==> config.mk <==
export PLATFORM = sky130hd
export DESIGN_NAME = fb_port_arbiter
export DESIGN_NICKNAME = d
export VERILOG_FILES = /design/src/rtl/fb_port_arbiter_pkg.sv /design/src/rtl/fb_wr_fifo.sv /design/src/rtl/fb_port_arbiter.sv
export SDC_FILE = /design/constraint.sdc
export NUM_CORES = 1
export LEC_CHECK = 0
export BUFFER_PORTS_ARGS = -buffer_cell sky130_fd_sc_hd__buf_2
export CAP_MARGIN = 15
export CORE_MARGIN = 2
export CORE_UTILIZATION = 40
export CTS_BUF_LIST = sky130_fd_sc_hd__clkbuf_4 sky130_fd_sc_hd__clkbuf_8
export CTS_CLUSTER_DIAMETER = 200
export CTS_CLUSTER_SIZE = 16
export DETAILED_ROUTE_END_ITERATION = 6
export GPL_TIMING_DRIVEN = 0
export HOLD_SLACK_MARGIN = 0.12
export SYNTH_ARGS = -nofsm -noshare
export SYNTH_HDL_FRONTEND = slang
export SYNTH_HIERARCHICAL = 1
export SYNTH_SLANG_ARGS = --single-unit
==> constraint.sdc <==
create_clock -name clk -period 5.5 [get_ports clk]
set_input_delay 1.375 -clock clk [delete_from_list [all_inputs] [get_ports clk]]
set_output_delay 1.375 -clock clk [all_outputs]
set_load 0.02 [all_outputs]
==> src/rtl/fb_port_arbiter_pkg.sv <==
// Shared definitions for the frame-buffer port arbiter.
//   arb_state_e : port-owner encodings (ST_IDLE / ST_READ / ST_WRITE)
//   RD_LATENCY  : posX/posY -> pixel_out latency, in clocks
//   DEF_*       : default pixel/address widths and image size. The capture
//                 and VGA top levels use the same values.
package fb_port_arbiter_pkg;

    typedef enum logic [1:0] {
        ST_IDLE  = 2'd0,
        ST_READ  = 2'd1,
        ST_WRITE = 2'd2
    } arb_state_e;

    localparam int RD_LATENCY = 2;

    localparam int DEF_DW    = 12;
    localparam int DEF_AW    = 15;
    localparam int DEF_IMG_W = 160;
    localparam int DEF_IMG_H = 120;

endpackage

==> src/rtl/fb_wr_fifo.sv <==
// Synchronous write-request FIFO for the frame-buffer arbiter.
//   clk, rst        : clock, asynchronous active-high reset (empties the FIFO)
//   push, push_data : write an entry. Ignored while full, with no bypass.
//   pop             : discard the head entry. Ignored while empty.
//   head            : current head entry (valid when !empty)
//   full, empty     : status flags, decoded from (FIFO_AW+1)-bit pointers
module fb_wr_fifo #(
    parameter int W       = 27,
    parameter int FIFO_AW = 4
) (
    input  logic         clk,
    input  logic         rst,
    input  logic         push,
    input  logic [W-1:0] push_data,
    input  logic         pop,
    output logic [W-1:0] head,
    output logic         full,
    output logic         empty
);
    localparam int DEPTH = 1 << FIFO_AW;

    logic [W-1:0]     mem_q [DEPTH];
    logic [FIFO_AW:0] wr_ptr_q, wr_ptr_d;
    logic [FIFO_AW:0] rd_ptr_q, rd_ptr_d;
    logic             do_push, do_pop;

    // The pointers carry an extra wrap bit. Equal low bits with a different
    // wrap bit means full. Equal pointers means empty.
    assign empty = (wr_ptr_q == rd_ptr_q);
    assign full  = (wr_ptr_q[FIFO_AW] != rd_ptr_q[FIFO_AW]) &&
                   (wr_ptr_q[FIFO_AW-1:0] == rd_ptr_q[FIFO_AW-1:0]);

    assign do_push = push && !full;
    assign do_pop  = pop && !empty;
    assign head    = mem_q[rd_ptr_q[FIFO_AW-1:0]];

    always_comb begin
        wr_ptr_d = wr_ptr_q + (FIFO_AW+1)'(do_push);
        rd_ptr_d = rd_ptr_q + (FIFO_AW+1)'(do_pop);
    end

    always_ff @(posedge clk or posedge rst) begin
        if (rst) begin
            wr_ptr_q <= '0;
            rd_ptr_q <= '0;
        end else begin
            wr_ptr_q <= wr_ptr_d;
            rd_ptr_q <= rd_ptr_d;
        end
    end

    // Storage has no reset. After reset the pointers mark every entry as stale.
    always_ff @(posedge clk) begin
        if (do_push) mem_q[wr_ptr_q[FIFO_AW-1:0]] <= push_data;
    end

endmodule

==> src/rtl/fb_port_arbiter.sv <==
// Single-port frame-buffer arbiter. Display read-out and capture writes share
// one port.
// The display owns the port inside the image window. Capture writes wait in a
// FIFO and drain to the RAM whenever the display does not need the port.
//   clk, rst          : pixel clock; asynchronous active-high reset
//   posX, posY        : next pixel position from the VGA timing generator
//   pixel_out         : pixel to the VGA datapath, RD_LATENCY clocks after posX/posY
//   wr_valid/wr_ready : capture write handshake; carries wr_addr / wr_data
//   mem_addr/we/wdata : registered RAM controls
//   mem_rdata         : RAM read data, one clock after mem_addr
//   stall_cnt         : present only when FB_ARB_STATS_EN is defined. Counts
//                       cycles where a capture write was refused. Saturates,
//                       and clears at frame start (0,0).
module fb_port_arbiter
    import fb_port_arbiter_pkg::*;
#(
    parameter int          DW       = DEF_DW,
    parameter int          AW       = DEF_AW,
    parameter int          IMG_W    = DEF_IMG_W,
    parameter int          IMG_H    = DEF_IMG_H,
    parameter int          FIFO_AW  = 4,
    parameter logic [DW-1:0] BG_COLOR = '0
) (
    input  logic          clk,
    input  logic          rst,
    input  logic [9:0]    posX,
    input  logic [9:0]    posY,
    output logic [DW-1:0] pixel_out,
    input  logic          wr_valid,
    output logic          wr_ready,
    input  logic [AW-1:0] wr_addr,
    input  logic [DW-1:0] wr_data,
    output logic [AW-1:0] mem_addr,
    output logic          mem_we,
    output logic [DW-1:0] mem_wdata,
`ifdef FB_ARB_STATS_EN
    output logic [15:0]   stall_cnt,
`endif
    input  logic [DW-1:0] mem_rdata
);
    localparam logic [9:0]  IMG_W_L = 10'(IMG_W);
    localparam logic [9:0]  IMG_H_L = 10'(IMG_H);
    localparam logic [AW:0] NPIX    = (AW+1)'(IMG_W * IMG_H);

    // ---------------- write FIFO ----------------
    logic             fifo_full, fifo_empty, push, pop;
    logic [AW+DW-1:0] head;
    logic [AW-1:0]    head_addr;
    logic [DW-1:0]    head_data;

    assign wr_ready = !fifo_full;
    assign push     = wr_valid && wr_ready;
    assign {head_addr, head_data} = head;

    fb_wr_fifo #(.W(AW+DW), .FIFO_AW(FIFO_AW)) u_fifo (
        .clk       (clk),
        .rst       (rst),
        .push      (push),
        .push_data ({wr_addr, wr_data}),
        .pop       (pop),
        .head      (head),
        .full      (fifo_full),
        .empty     (fifo_empty)
    );

    // ---------------- port owner ----------------
    logic        in_img;
    logic [19:0] rd_full;
    logic [AW-1:0] rd_addr;
    arb_state_e  state;

    assign in_img  = (posX < IMG_W_L) && (posY < IMG_H_L);
    assign rd_full = ({10'd0, posY} * 20'(IMG_W)) + {10'd0, posX};
    assign rd_addr = AW'(rd_full);

    // The owner is decided from the current inputs in every cycle. The port
    // controls below are the registered result. Entering the window
    // therefore stops the drain in that same cycle.
    always_comb begin
        state = ST_IDLE;
        if (in_img)           state = ST_READ;
        else if (!fifo_empty) state = ST_WRITE;
    end

    assign pop = (state == ST_WRITE);

    logic [AW-1:0] mem_addr_q, mem_addr_d;
    logic          mem_we_q, mem_we_d;
    logic [DW-1:0] mem_wdata_q, mem_wdata_d;

    always_comb begin
        mem_addr_d  = mem_addr_q;
        mem_wdata_d = mem_wdata_q;
        mem_we_d    = 1'b0;
        case (state)
            ST_READ: mem_addr_d = rd_addr;
            ST_WRITE: begin
                mem_addr_d  = head_addr;
                mem_wdata_d = head_data;
                // An entry whose address is outside the image is still popped,
                // but it never reaches the RAM.
                mem_we_d    = ({1'b0, head_addr} < NPIX);
            end
            default: ;
        endcase
    end

    // ---------------- read-latency pipe ----------------
    // img_pipe carries in_img alongside the RAM access. vld_pipe holds
    // pixel_out at 0 until a post-reset access has reached the end of the pipe.
    logic [RD_LATENCY-1:0] img_pipe_q, img_pipe_d;
    logic [RD_LATENCY-1:0] vld_pipe_q, vld_pipe_d;

    always_comb begin
        img_pipe_d = {img_pipe_q[RD_LATENCY-2:0], in_img};
        vld_pipe_d = {vld_pipe_q[RD_LATENCY-2:0], 1'b1};
    end

    always_comb begin
        pixel_out = '0;
        if (vld_pipe_q[RD_LATENCY-1])
            pixel_out = img_pipe_q[RD_LATENCY-1] ? mem_rdata : BG_COLOR;
    end

    always_ff @(posedge clk or posedge rst) begin
        if (rst) begin
            mem_addr_q  <= '0;
            mem_we_q    <= 1'b0;
            mem_wdata_q <= '0;
            img_pipe_q  <= '0;
            vld_pipe_q  <= '0;
        end else begin
            mem_addr_q  <= mem_addr_d;
            mem_we_q    <= mem_we_d;
            mem_wdata_q <= mem_wdata_d;
            img_pipe_q  <= img_pipe_d;
            vld_pipe_q  <= vld_pipe_d;
        end
    end

    assign mem_addr  = mem_addr_q;
    assign mem_we    = mem_we_q;
    assign mem_wdata = mem_wdata_q;

`ifdef FB_ARB_STATS_EN
    // ---------------- stall statistics ----------------
    logic [15:0] stall_cnt_q, stall_cnt_d;

    always_comb begin
        stall_cnt_d = stall_cnt_q;
        if (posX == 10'd0 && posY == 10'd0)
            stall_cnt_d = '0;
        else if (wr_valid && !wr_ready && stall_cnt_q != 16'hFFFF)
            stall_cnt_d = stall_cnt_q + 16'd1;
    end

    always_ff @(posedge clk or posedge rst) begin
        if (rst) stall_cnt_q <= '0;
        else     stall_cnt_q <= stall_cnt_d;
    end

    assign stall_cnt = stall_cnt_q;
`endif

endmodule

# Word-level counts from Yosys, hierarchy flattened
# Memories as Yosys holds them, arrays and structs flattened.
# Cells that the tools add are included.
[word_totals] regBits=42 ram_bits=432 in_bits=62 output_inout_bits=41 word_cells=36 memories=1
[classes] addsub=3 mul=1 order_cmp=3 eq_ne=5 mux=8 reduce_logical=8
[memory_table] memory="u_fifo.mem_q" words=16 word_bits=27 read_ports=1 rd_ports_with_merged_regs=0 write_ports=1 line_no="fb_wr_fifo.sv:22" text="logic [W-1:0] mem_q [DEPTH];"
[ops] op="15-bit one-hot mux with 2 select lines" count=1
[ops] op="12-bit 2-to-1 mux" count=2
[ops] op="15-bit by 10-bit adder with 15-bit output" count=1
[ops] op="15-bit < comparator (second input constant)" count=1
[ops] op="5-bit by 1-bit adder with 5-bit output" count=2
[ops] op="10-bit by 7-bit < comparator with 1-bit output (second input constant)" count=1
[ops] op="10-bit by 8-bit < comparator with 1-bit output (second input constant)" count=1
[ops] op="10-bit by 3-bit multiplier with 10-bit output (second input constant)" count=1
[ops] op="5-bit == test" count=1
[ops] op="1-bit logical AND" count=5
[ops] op="4-bit == test" count=1
[ops] op="2-bit 2-to-1 mux" count=2
[ops] op="1-bit 2-to-1 mux" count=3
[ops] op="2-bit by 1-bit == test with 1-bit output (second input constant)" count=1
[ops] op="2-bit == test (second input constant)" count=1
[ops] op="1-bit logical NOT" count=2
[ops] op="2-bit nonzero test" count=1
[ops] op="1-bit != test" count=1

# Depth between registers and ports, before layout
[depth] ltp_word=7 mapped_depth=12 mapped_depth_nobuf=10

# Hierarchy
# Netlist, hierarchy kept.
[by_module_without_submodules] module="fb_wr_fifo" instances=1 cells_each=786 area_per_inst_um2=17195.2 seq_area_each_um2=13222.7
[by_module_without_submodules] module="fb_port_arbiter" instances=1 cells_each=194 area_per_inst_um2=2035.7 seq_area_each_um2=800.8

# Worst setup path after synthesis
# No wires, ideal clock.
[synth_path] path_kind="input to register" from="in wr_valid" to="mem u_fifo.mem_q[12][0] (enable)" setup_time_ps=479 arrival_ps=4292 t_required_ps=5021 slack_ps=728 cell_stages=3 n_path_buf=0 path_cell_list="nor2b_1 -> o21ai_2 -> nor4_1"
[synth_between] elab_chain_cells=4
[synth_lines] item="start, declared" line_no="fb_port_arbiter.sv:29" text="input logic wr_valid,"
[synth_lines] item="1-bit logical AND" line_no="fb_port_arbiter.sv:52" text="assign push = wr_valid && wr_ready;"
[synth_lines] item="1-bit logical AND" line_no="fb_wr_fifo.sv:33" text="assign do_push = push && !full;"
[synth_lines] item="1-bit 2-to-1 mux" line_no="fb_wr_fifo.sv:54" text="if (do_push) mem_q[wr_ptr_q[FIFO_AW-1:0]] <= push_data;"
[synth_lines] item="1-bit 2-to-1 mux (not written as such)" line_no="fb_wr_fifo.sv:54"
[synth_lines] item="end, declared" line_no="fb_wr_fifo.sv:22"
# No other way between the ends.

# Worst setup path after layout
[layout_path] from="reg u_fifo.wr_ptr_q[0]" to="reg u_fifo.rd_ptr_q[4]"
[layout_between] elab_chain_cells=6 word_cells_on_any_way=7 classes_between="1 x add/sub; 2 x eq/ne; 2 x mux; 2 x reduce/logical"
[layout_lines] item="start, declared" line_no="fb_wr_fifo.sv:23" text="logic [FIFO_AW:0] wr_ptr_q, wr_ptr_d;"
[layout_lines] item="start signal, assigned" line_no="fb_wr_fifo.sv:47" text="wr_ptr_q <= wr_ptr_d;"
[layout_lines] item="5-bit == test" line_no="fb_wr_fifo.sv:29" text="assign empty = (wr_ptr_q == rd_ptr_q);"
[layout_lines] item="via fifo_empty" line_no="fb_port_arbiter.sv:46" text="logic fifo_full, fifo_empty, push, pop;"
[layout_lines] item="2-bit 2-to-1 mux" line_no="fb_port_arbiter.sv:82" text="else if (!fifo_empty) state = ST_WRITE;"
[layout_lines] item="2-bit 2-to-1 mux" line_no="fb_port_arbiter.sv:81" text="if (in_img) state = ST_READ;"
[layout_lines] item="2-bit == test" line_no="fb_port_arbiter.sv:85" text="assign pop = (state == ST_WRITE);"
[layout_lines] item="via pop" line_no="fb_port_arbiter.sv:46"
[layout_lines] item="1-bit logical AND" line_no="fb_wr_fifo.sv:34" text="assign do_pop = pop && !empty;"
[layout_lines] item="5-bit by 1-bit adder with 5-bit output" line_no="fb_wr_fifo.sv:39" text="rd_ptr_d = rd_ptr_q + (FIFO_AW+1)'(do_pop);"
[layout_lines] item="via u_fifo.rd_ptr_d[4]" line_no="fb_wr_fifo.sv:24" text="logic [FIFO_AW:0] rd_ptr_q, rd_ptr_d;"
[layout_lines] item="end signal, assigned" line_no="fb_wr_fifo.sv:48" text="rd_ptr_q <= rd_ptr_d;"
[layout_lines] item="end, declared" line_no="fb_wr_fifo.sv:24"
# The timed path passes the listed nets, and every way through them passes these cells.
# A chain may end at the register's enable or synchronous reset.

==> metrics <==
number of standard cells in the layout, taps in and fillers out 1818; setup clock skew after layout 37.48 ps; Max Transition Viols Final 0; FF-to-FF setup slack 1610 ps; type of destination of the critical path flop; PD cells 477.0 mW/mm2; share of flip-flops with an asynchronous set or reset after synthesis 8.861%; leakage power summed over all cells 7.619 nW; kind of path behind the tightest hold check reg -> reg; run status finished, final reports clean; detailed-placement wirelength estimate 31.06 mm; Synth Flop Type sky130_fd_sc_hd__edfxtp_1; initial DRC count 892; Arr. time, crit path 4410 ps; area leader, netlist sky130_fd_sc_hd__edfxtp_1; number of remaining DRC errors 0; Critical Path Source Type flop; number of rows in the core area 80; flip-flop and latch count after synthesis 474; TritonCTS clock tree built; cell types with the largest area share after synthesis sky130_fd_sc_hd__edfxtp_1 67%, sky130_fd_sc_hd__mux4_2 6.1%, sky130_fd_sc_hd__dfrtp_1 5.5%, sky130_fd_sc_hd__mux2i_1 4.9%, sky130_fd_sc_hd__mux4_1 4.0%; Setup violations, final 0; clk sinks 474; Core Area 0.04765 mm2; post-synthesis net count 1066; grt total ovfl 0; unrepaired setup endpoints after global routing false; final hold violation count 0; area share of the leading cell type in the synthesized netlist 67.46%; residual antenna-violating net count after detailed routing 0; transition time of the tightest slew-check pin 1159 ps; WL per Instance 24.77 um; count of flip-flops with a built-in enable after synthesis 432; Max Clk Rate 257.0 MHz; cell count after synthesis 980; largest net degree at the start of global routing 19; clock-pin slew on the worst setup and hold paths 110 ps; clock tree root driver cell sky130_fd_sc_hd__clkbuf_8; Top Ports 103; Skew-Pair Late Insertion Delay 620 ps; via count 10100; Final #Nets 1262; Num CTS Buffers 35; wire length of the first global-routing pass 66.04 mm; buffers from clock root to sink, at most 3; Initial Utilization 40.36%; per-instance average area after synthesis 19.62 um2; share of layout cells above drive strength 1 28.95%; overall die area 0.04985 mm2; buffers inserted during post-CTS setup optimization 0; cell area after synthesis 0.01923 mm2; placer congestion estimate 0.7221; number of global-route vias before repair 10040; post-synthesis cell type count 49; tightest slew margin relative to the limit 22.06%; H-Tree Level Count 2; number of gates given a new drive strength after cts 0; area grow syn2layout 13.72%; Global Route Usage Sum 18.15%; time the worst path needs with I/O delays and setup 3891 ps; largest fanout on the critical path 10; vertical die dimension 223.3 um; cell total after placement 1754; # hold bufs at CTS 0; Util after Layout 45.90%; post-synthesis sequential area ratio 72.92%; Yosys Warn Count 6; width of the die 223.3 um; data required time of the worst path 6020 ps; type of the worst setup path reg -> reg; Max VDD drop 285.5 uV; Design Power 0.01043 W; initial antenna violation count 3; fill cell instance count of the final layout 4126; number of input and output port buffers inserted 102; number of maximum-capacitance constraint violations 0; Via-to-Cell Ratio 5.557; Total Wirelength 45.03 mm; detailed-routing iteration count for the pre-antenna-repair pass 5; Post-Route Hold Slack 356.9 ps; Final Cycle Share 70.74%
## stage by stage
| stage | setup slack (ps) | cell area [um2] | setup TNS, ps |
|---|---|---|---|
| 2_1_floorplan | 728.5 | 19230 | 0 |
| 3_3_place_gp | -3110 | 20510 | -692850 |
| 3_5_place_dp | 1019 | 21170 | 0 |
| 4_1_cts | 1533 | 21870 | 0 |
| 5_1_grt | 1329 | 21870 | 0 |
| 6_report | 1609 | 21870 | 0 |
## logic make-up after synthesis
group / Yosys count / share of synthesized area, %
compound gates: 125 / 4.444
mux: 190 / 15.82
fa+ha+maj: 24 / 1.640
flops: 474 / 72.92
xor+xnor: 25 / 1.210
buf+inv: 66 / 1.919
other cells: 1 / 0.01950
simple gates: 75 / 2.024
## power breakdown
part           switching [W]  leakage, nW  internal (W)
Combinational        0.00232         2.86       0.00166
Sequential          0.000132         4.40       0.00444
Clock                0.00112        0.367      0.000770
Total                0.00356         7.62       0.00687
## synthesized netlist by cell type (12+ instances only)
master / number
sky130_fd_sc_hd__a22oi_1: 27
sky130_fd_sc_hd__a32oi_1: 27
sky130_fd_sc_hd__and3_1: 12
sky130_fd_sc_hd__buf_2: 21
sky130_fd_sc_hd__clkbuf_1: 15
sky130_fd_sc_hd__dfrtp_1: 42
sky130_fd_sc_hd__edfxtp_1: 432
sky130_fd_sc_hd__ha_1: 22
sky130_fd_sc_hd__mux2_2: 15
sky130_fd_sc_hd__mux2i_1: 94
sky130_fd_sc_hd__mux4_1: 29
sky130_fd_sc_hd__mux4_2: 52
sky130_fd_sc_hd__nor2_1: 17
sky130_fd_sc_hd__o21ai_0: 13
sky130_fd_sc_hd__o21ai_1: 28
sky130_fd_sc_hd__xnor2_1: 19
## worst paths after layout
check,from,endpoint,cells after the start
max,u_fifo/wr_ptr_q[0],u_fifo/rd_ptr_q[4],12
min,vld_pipe_q[0],vld_pipe_q[1],0
max reg2reg,u_fifo/wr_ptr_q[0],u_fifo/rd_ptr_q[4],12
min reg2reg,vld_pipe_q[0],vld_pipe_q[1],0
max in group asynchronous,rst,mem_addr[4],3
min in group asynchronous,rst,u_fifo/rd_ptr_q[4],2
## registers in the layout, summed over array words and instances, names as in the netlist
| signal | count |
|---|---|
| u_fifo/wr_ptr_q | 5 |
| mem_we | 1 |
| mem_wdata | 12 |
| vld_pipe_q | 2 |
| u_fifo/rd_ptr_q | 5 |
| u_fifo/mem_q | 432 |
| img_pipe_q | 2 |
| mem_addr | 15 |
## layout make-up
class / instances / area (um2) / area share, %
plain buffers: 55 / 327.8 / 1.499
multi-input cells: 440 / 4928 / 22.54
inverters: 11 / 41.29 / 0.1888
clock buffers: 59 / 661.9 / 3.026
repair buffers: 159 / 1084 / 4.955
clock inverters: 4 / 31.28 / 0.1430
flip-flops and latches: 474 / 14020 / 64.12
diodes: 1 / 2.502 / 0.01144
well taps: 615 / 769.5 / 3.519
## critical path: stages (launching register included)
cell                       delay, ps
sky130_fd_sc_hd__dfrtp_1         400
sky130_fd_sc_hd__clkbuf_2        190
sky130_fd_sc_hd__xnor2_1         160
sky130_fd_sc_hd__nand4_1         170
sky130_fd_sc_hd__nor2_1          150
sky130_fd_sc_hd__clkbuf_1        290
sky130_fd_sc_hd__nor2_1          750
sky130_fd_sc_hd__clkbuf_1        780
sky130_fd_sc_hd__nor2b_1         220
sky130_fd_sc_hd__ha_1            180
sky130_fd_sc_hd__ha_1            190
sky130_fd_sc_hd__nand3_1         110
sky130_fd_sc_hd__xnor2_1         170
## cell usage in the layout, fill, tap and decap left out, types with 11 or more instances in the layout
cell type,instances
sky130_fd_sc_hd__o21ai_1,28
sky130_fd_sc_hd__a32oi_1,27
sky130_fd_sc_hd__clkbuf_8,35
sky130_fd_sc_hd__a21oi_1,11
sky130_fd_sc_hd__buf_6,40
sky130_fd_sc_hd__o21ai_0,13
sky130_fd_sc_hd__clkbuf_4,24
sky130_fd_sc_hd__ha_1,22
sky130_fd_sc_hd__a22oi_1,27
sky130_fd_sc_hd__dfrtp_1,42
sky130_fd_sc_hd__mux4_2,52
sky130_fd_sc_hd__mux2i_1,94
sky130_fd_sc_hd__mux2_2,15
sky130_fd_sc_hd__and3_1,12
sky130_fd_sc_hd__xnor2_1,19
sky130_fd_sc_hd__buf_2,123
sky130_fd_sc_hd__nor2_1,16
sky130_fd_sc_hd__clkbuf_1,15
sky130_fd_sc_hd__buf_4,30
sky130_fd_sc_hd__mux4_1,29
sky130_fd_sc_hd__edfxtp_1,432
## layer usage
metal	vias up	global-route usage (%)	wire length (um)
li1	4428	-	-
met1	5314	25.32	19920
met2	285	29.61	21690
met3	72	2.832	2285
met4	4	5.484	1112
met5	-	0	23
(Power assumes the default switching activity.)
